`config.mk`:
```
export PLATFORM = sky130hd
export DESIGN_NAME = subparser_dispatcher
export DESIGN_NICKNAME = d
export VERILOG_FILES = /design/src/rtl/subparser_dispatcher.sv
export SDC_FILE = /design/constraint.sdc
export NUM_CORES = 1
export LEC_CHECK = 0
export BUFFER_PORTS_ARGS = -buffer_cell sky130_fd_sc_hd__buf_2
export CAP_MARGIN = 25
export CORE_ASPECT_RATIO = 1.1
export CORE_MARGIN = 2
export CORE_UTILIZATION = 43
export CTS_BUF_LIST = sky130_fd_sc_hd__clkbuf_4 sky130_fd_sc_hd__clkbuf_8
export CTS_CLUSTER_SIZE = 12
export DETAILED_ROUTE_END_ITERATION = 7
export PLACE_DENSITY = 0.82
export REMOVE_ABC_BUFFERS = 1
export SYNTH_ARGS = -nofsm -noshare
export SYNTH_HDL_FRONTEND = slang
export SYNTH_SLANG_ARGS = --single-unit
```
`constraint.sdc`:
```
create_clock -name clk -period 1.76 [get_ports clk]
set_input_delay 0.088 -clock clk [delete_from_list [all_inputs] [get_ports clk]]
set_output_delay 0.088 -clock clk [all_outputs]
set_load 0.005 [all_outputs]
```
`src/rtl/subparser_dispatcher.sv`:
```
// subparser_dispatcher: hands one decoded G-code command to its owning
// subparser (slot 0 modal G90/G91, slot 1 linear G00/G01, slot 2 arc G02/G03),
// drives that slot's trigger, captures its op and offers it downstream.
// Only one subparser is ever active, so the slots can share the token reader
// and the PositionKeeper update port.
//
// Handshakes: cmd transfers on an enabled edge with cmd_valid=1 in IDLE
// (cmd_rdy=1). The trigger is held until the selected slot's rdy is seen low
// (started); the slot's done pulse then delivers its op. op/op_valid
// transfer on an enabled edge with op_ack=1. The dispatcher leaves HOLD only
// after both the ack and the slot's rdy returning high have been seen, in
// either order.
//
// Optional feature: define SUBPARSER_TIMEOUT_EN to add a watchdog in TRIG and
// RUN that aborts after TIMEOUT_CYCLES enabled clocks and pulses err_timeout.
`ifndef OP_CMD_BITS
`define OP_CMD_BITS 8
`endif

module subparser_dispatcher #(
    parameter int NUM_SUB        = 3,
    parameter int OP_BITS        = 32,
    parameter int TIMEOUT_CYCLES = 4096
) (
    input  logic                       clk,
    input  logic                       reset,
    input  logic                       clk_en,
    input  logic                       cmd_valid,
    input  logic [`OP_CMD_BITS-1:0]    cmd,
    output logic                       cmd_rdy,
    output logic [NUM_SUB-1:0]         sub_trigger,
    input  logic [NUM_SUB-1:0]         sub_rdy,
    input  logic [NUM_SUB-1:0]         sub_done,
    input  logic [NUM_SUB*OP_BITS-1:0] sub_op,
    output logic [OP_BITS-1:0]         op,
    output logic                       op_valid,
    input  logic                       op_ack,
    output logic                       busy,
    output logic                       err_unsupported,
`ifdef SUBPARSER_TIMEOUT_EN
    output logic                       err_timeout,
`endif
    output logic [1:0]                 dbg_state
);

    localparam int SEL_W = (NUM_SUB > 1) ? $clog2(NUM_SUB) : 1;

    localparam logic [`OP_CMD_BITS-1:0] OP_CMD_G00 = `OP_CMD_BITS'(0);
    localparam logic [`OP_CMD_BITS-1:0] OP_CMD_G01 = `OP_CMD_BITS'(1);
    localparam logic [`OP_CMD_BITS-1:0] OP_CMD_G02 = `OP_CMD_BITS'(2);
    localparam logic [`OP_CMD_BITS-1:0] OP_CMD_G03 = `OP_CMD_BITS'(3);
    localparam logic [`OP_CMD_BITS-1:0] OP_CMD_G90 = `OP_CMD_BITS'(90);
    localparam logic [`OP_CMD_BITS-1:0] OP_CMD_G91 = `OP_CMD_BITS'(91);

    typedef enum logic [1:0] {
        IDLE = 2'd0,
        TRIG = 2'd1,
        RUN  = 2'd2,
        HOLD = 2'd3
    } state_e;

    state_e               state_q, state_d;
    logic [SEL_W-1:0]     sel_q, sel_d;
    logic [OP_BITS-1:0]   op_q, op_d;
    logic                 op_valid_q, op_valid_d;
    logic                 rdy_seen_q, rdy_seen_d;
    logic                 err_unsup_q, err_unsup_d;

    logic                 map_valid;
    logic [SEL_W-1:0]     map_slot;
    logic [NUM_SUB-1:0]   sel_oh;
    logic                 sel_rdy;
    logic                 sel_done;
    logic [OP_BITS-1:0]   sel_op;

`ifdef SUBPARSER_TIMEOUT_EN
    localparam int WD_W = $clog2(TIMEOUT_CYCLES + 1);
    logic [WD_W-1:0]      wd_q, wd_d;
    logic                 err_to_q, err_to_d;
`endif

    // Command code to owning slot; anything not listed has no owner.
    always_comb begin
        map_valid = 1'b1;
        map_slot  = '0;
        case (cmd)
            OP_CMD_G90, OP_CMD_G91: map_slot = SEL_W'(0);
            OP_CMD_G00, OP_CMD_G01: map_slot = SEL_W'(1);
            OP_CMD_G02, OP_CMD_G03: map_slot = SEL_W'(2);
            default:                map_valid = 1'b0;
        endcase
    end

    // Pick out the selected slot's signals; other slots are never looked at.
    always_comb begin
        sel_oh   = '0;
        sel_rdy  = 1'b0;
        sel_done = 1'b0;
        sel_op   = '0;
        for (int k = 0; k < NUM_SUB; k++) begin
            if (sel_q == SEL_W'(k)) begin
                sel_oh[k] = 1'b1;
                sel_rdy   = sub_rdy[k];
                sel_done  = sub_done[k];
                sel_op    = sub_op[k*OP_BITS +: OP_BITS];
            end
        end
    end

    // Next-state logic for the dispatch FSM and its datapath registers.
    always_comb begin
        state_d     = state_q;
        sel_d       = sel_q;
        op_d        = op_q;
        op_valid_d  = op_valid_q;
        rdy_seen_d  = rdy_seen_q;
        err_unsup_d = 1'b0;
        case (state_q)
            IDLE: begin
                if (cmd_valid) begin
                    if (map_valid) begin
                        sel_d   = map_slot;
                        state_d = TRIG;
                    end else begin
                        err_unsup_d = 1'b1;
                    end
                end
            end
            TRIG: begin
                if (!sel_rdy) state_d = RUN;
            end
            RUN: begin
                if (sel_done) begin
                    op_d       = sel_op;
                    op_valid_d = 1'b1;
                    rdy_seen_d = 1'b0;
                    state_d    = HOLD;
                end
            end
            HOLD: begin
                if (op_ack) op_valid_d = 1'b0;
                if (sel_rdy) rdy_seen_d = 1'b1;
                if ((!op_valid_q || op_ack) && (rdy_seen_q || sel_rdy))
                    state_d = IDLE;
            end
            default: state_d = IDLE;
        endcase
`ifdef SUBPARSER_TIMEOUT_EN
        err_to_d = 1'b0;
        wd_d     = '0;
        if ((state_q == TRIG || state_q == RUN) && state_d == state_q) begin
            if (wd_q == WD_W'(TIMEOUT_CYCLES - 1)) begin
                state_d  = IDLE;
                err_to_d = 1'b1;
            end else begin
                wd_d = wd_q + 1'b1;
            end
        end
`endif
    end

    // State and datapath registers; clk_en freezes everything.
    always_ff @(posedge clk) begin
        if (reset) begin
            state_q     <= IDLE;
            sel_q       <= '0;
            op_q        <= '0;
            op_valid_q  <= 1'b0;
            rdy_seen_q  <= 1'b0;
            err_unsup_q <= 1'b0;
`ifdef SUBPARSER_TIMEOUT_EN
            wd_q        <= '0;
            err_to_q    <= 1'b0;
`endif
        end else if (clk_en) begin
            state_q     <= state_d;
            sel_q       <= sel_d;
            op_q        <= op_d;
            op_valid_q  <= op_valid_d;
            rdy_seen_q  <= rdy_seen_d;
            err_unsup_q <= err_unsup_d;
`ifdef SUBPARSER_TIMEOUT_EN
            wd_q        <= wd_d;
            err_to_q    <= err_to_d;
`endif
        end
    end

    assign cmd_rdy         = (state_q == IDLE);
    assign busy            = (state_q != IDLE);
    assign sub_trigger     = (state_q == TRIG) ? sel_oh : '0;
    assign op              = op_q;
    assign op_valid        = op_valid_q;
    assign err_unsupported = err_unsup_q;
    assign dbg_state       = state_q;
`ifdef SUBPARSER_TIMEOUT_EN
    assign err_timeout     = err_to_q;
`endif

endmodule

```
======== After elaboration in Yosys (flattened, before gate mapping) ========
Cells that the tools add are included.
operators by class
  eq/ne operators ......................... 17
  mux-type cells .......................... 30
  reductions and logical operators ........ 17
operators by type and width
  operator                                        number
  2-to-1 mux 32 bit                               3
  2-to-1 mux 1 bit                                17
  == test 8 x 2 -> 1 bit (second input constant)  2
  == test 8 x 7 -> 1 bit (second input constant)  2
  != test 2 bit (second input constant)           6
  AND reduction 4 bit                             3
  2-to-1 mux 2 bit                                5
  == test 8 x 1 -> 1 bit (second input constant)  1
  zero test 8 bit                                 1
  case mux 2 bit (4 select lines)                 1
  == test 2 bit (second input constant)           3
  AND reduction 6 bit                             1
  OR reduction 6 bit                              1
  == test 2 x 1 -> 1 bit (second input constant)  2
  zero test 2 bit                                 2
  case mux 1 bit (2 select lines)                 2
  case mux 2 bit (2 select lines)                 1
  nonzero test 2 bit                              2
  OR reduction 2 bit                              2
  2-to-1 mux 3 bit                                1
  AND reduction 3 bit                             1
  logical OR 1 bit                                2
  != test 2 x 1 -> 1 bit (second input constant)  1
  logical AND 1 bit                               1
  zero test 1 bit                                 1
word-level totals
  register bits after elaboration ......... 39
  input bits .............................. 115
  output and inout bits ................... 41

======== Logic depth before layout (Yosys ltp) ========
  depth after elaboration ................. 8
  depth in mapped cells ................... 8
  gate-level depth less buffers ........... 6

======== Worst setup path before layout ========
Ideal clock, no wire load.
  kind .................................... reg-to-reg
  start ................................... register sel_q[0]
  end ..................................... register op_q[20] (netlist: op[20])
  stages on the path, launching flop included .. 8
  period minus slack after synthesis ...... 1.536 ns
  arrival ................................. 1.390 ns
  path buffers ............................ 3
  path slack .............................. 0.224 ns
  cell sequence ........................... dfxtp_1 -> nor2b_1 -> buf_2 -> o2bb2ai_2 -> and3_1 -> buf_4 -> buf_2 -> a211oi_2
between the ends
  cells in the longest elaborated chain, start to end .. 5
  elaborated cells between the ends (all ways) .. 10
RTL lines
  element                               RTL line  text
  start: declaration                    63        logic [SEL_W-1:0] sel_q, sel_d;
  start signal: assignment              177       sel_q <= sel_d;
  zero test 2 bit                       101       if (sel_q == SEL_W'(k)) begin
  2-to-1 mux 1 bit (3 in series)        101
  AND reduction 3 bit (no source line)  -
  end signal: assignment                178       op_q <= op_d;
  end: declaration                      64        logic [OP_BITS-1:0] op_q, op_d;
Parallel ways exist; a longest one is shown, timed or not.
A chain may end at the register's enable or synchronous reset.

======== Final worst setup path ========
  start ................................... register sel_q[0]
  end ..................................... output sub_trigger[1]
between the ends
  cells in the longest elaborated chain, start to end .. 3
RTL lines
  element                 RTL line  text
  == test 2 x 1 -> 1 bit  101
  2-to-1 mux 1 bit        101
  2-to-1 mux 3 bit        191       assign sub_trigger = (state_q == TRIG) ? sel_oh : '0;
  end: declaration        31        output logic [NUM_SUB-1:0] sub_trigger,
No other way between the ends.

==> metrics <==
register area share after synthesis=33.6%; starting density of the core=44.0%; Top Ports=156; syn_area_per_cell=8.43 um^2; IO buf count=154; number of instances resized during post-cts repair=0; Peak VDD IR=0.415 mV; RR Endpoint=op[4]; Util after Layout=61.8%; # DRC=0; vias in the first global route=2271; Hold Buf Count CTS=0; Overflow after GRT=0; Slew HR=68.7%; Area Growth Syn to Fin=40.5%; layout cells sized above 1=46.0%; max_cap viols=0; worst hold stages=3; pre-CTS WS=0.0247 ns; H-tree depth=2; first-pass GRT wire length=9.34 mm; Worst Hold Endpoint=sel_q[1]; Worst Path Max Fanout=33; CTS tree=built; post-synthesis mux area share=15.5%; Synth async-reset ratio=0%; largest family of logic cells by synthesized area=compound AO/OA/AOI/OAI gates; vias per cell=5.11; Synth Flop Type=dfxtp_1; count of cell types in the netlist=34; area of the die=6010 um^2; fin area=3270 um^2; worst setup path class=flip-flop to output pin; Reg-to-Reg Start=sel_q[0]; Total Routing Usage GR=19.7%; area leader, netlist=dfxtp_1; Root Buffer=clkbuf_8; post-synthesis cell area=2330 um^2; endpoints failing hold=0; min Tclk post-route=1.62 ns; Placed Area=3180 um^2; Synth Area in Compound Gates=26.9%; Clock Sinks=39; Final Hold Slack=0.109 ns; worst r2r path cells=6; hold crit path type=input port to flip-flop; status=complete, no violations; crit path DAT=1.53 ns; largest net degree at the start of global routing=34; Max Clk Rate=0.617 GHz; global placer's final weighted congestion=0.877; hold path start=cmd[1]; Antenna Diode Count=0; Synth area leaders=dfxtp_1 (34%), mux2i_1 (15%), nor2_1 (11%), a211oi_2 (11%), a21oi_1 (8.0%); share of the synthesized area in the top cell type=33.6%; clock buffer count from CTS=5; Final Cycle Share=92.0%; # Post-CTS Setup Buffers=0; element type at the critical path start=flip-flop; critical path endpoint category=output pin; worst skew pair latency=0.28 ns; setup_tns=0 ns; final wirelength=6.12 mm; Leakage=1.44 nW; synth cell count leaders=nor2_1 (68), dfxtp_1 (39), a21oi_1 (37), mux2i_1 (36), a211oi_2 (20); DIE WIDTH=74.1 um; final slew viol count=0; Chip Height=81.1 um; CP required=1.67 ns; hpwl dp=4.83 mm; Yosys reg bits=39; RSZ-0062 raised after global routing=no; DR pass1 iterations=4; Syn. warnings=0; XOR/XNOR share of the synthesized area=0%; core footprint=5290 um^2; initial antenna violation count=0; pwr dens=526 nW/um^2; Simple-Gate Fraction of Synth Area=15.9%; most frequent cell after synthesis=nor2_1; smallest setup slack after layout=0.140 ns; clk buf depth=2; final setup vio count=0; post-synthesis adder-cell area fraction=2.15%; # nets final=541; synthesized instance count=276; initial drt markers=58; Clk pin slew, worst setup/hold paths=0.07 ns; DRT antenna net count=0; filler instances=454; WL/cell=12.3 um; Vias=2538; row count=28; flop2flop setup slack=0.16 ns; number of synthesized flops with an enable pin=0; Worst Max-Slew Pin Slew=0.469 ns; Final Skew=0.00270 ns
-- power breakdown --
| group | switching [mW] | internal (mW) | total (mW) |
|---|---|---|---|
| logic | 0.104 | 0.134 | 0.238 |
| registers | 0.00154 | 0.882 | 0.884 |
| clock network | 0.289 | 0.307 | 0.596 |
| total | 0.395 | 1.32 | 1.72 |
-- layer usage --
metal | track usage [%] | vias to the layer above | routed length, um
met5 | 0 | - | 0
met4 | 6.36 | 0 | 99
met3 | 4.47 | 12 | 420
met2 | 38.2 | 100 | 3170
met1 | 20.4 | 1155 | 2430
li1 | - | 1271 | -
-- critical path: stages (launching register included) --
cell and delay (ns):
dfxtp_2 0.41, nor2b_2 0.20, buf_4 0.34, and2_1 0.19, buf_2 0.11
-- kinds of logic (layout without fill, tap and decap cells) --
kind of cell	after synthesis	after routing
AOI/OAI and AO/OA	81	81
adders and majority gates	4	4
buffers and inverters	29	175
DFF	39	39
muxes	36	36
and+or+nand+nor	87	87
-- layout make-up --
class	instances	area, um^2	share of cell area (%)
clock buffers	6	82.6	2.53
clock inverters	1	5.00	0.153
inverters	6	22.5	0.689
multi-input cells	208	1410	43.1
flip-flops and latches	39	786	24.0
well taps	75	93.8	2.87
repair buffers	162	868	26.6
-- flip-flops by register name, summed over array words and instances, names as in the netlist --
signal and flops:
dbg_state 2, err_unsupported 1, op 32, op_valid 1
rdy_seen_q 1, sel_q 2
-- placed cells by master, fill, tap and decap left out, types with 2 or more instances in the layout --
master	count
buf_2	154
nor2_1	68
a21oi_1	37
dfxtp_1	37
mux2i_1	36
a211oi_2	20
a211oi_1	12
inv_1	6
clkbuf_8	6
nand2b_1	5
buf_4	5
ha_1	4
buf_12	3
or3_1	2
nand2_1	2
o21ai_0	2
-- worst max path at each step --
| stage | cells past startpoint | from | slack [ns] | end |
|---|---|---|---|---|
| final | 4 | sel_q[0] | 0.14 | sub_trigger[1] |
| after global routing | 6 | sel_q[0] | 0.003 | op[8] |
| after CTS | 4 | sel_q[0] | 0.006 | sub_trigger[1] |
| after detailed placement | 6 | sel_q[0] | 0.02 | op[4] |
| after global placement | 6 | sel_q[0] | 0.12 | op[8] |
| after floorplan | 5 | sel_q[1] | -2.55 | op[0] |
-- through the flow --
stage	instances	power (mW)
global route	497	1.81
CTS	497	1.74
detailed placement	490	1.15
finish	497	1.72
global placement	490	1.14
floorplan	253	0.983
No activity file was read; power rests on OpenSTA's default activity.
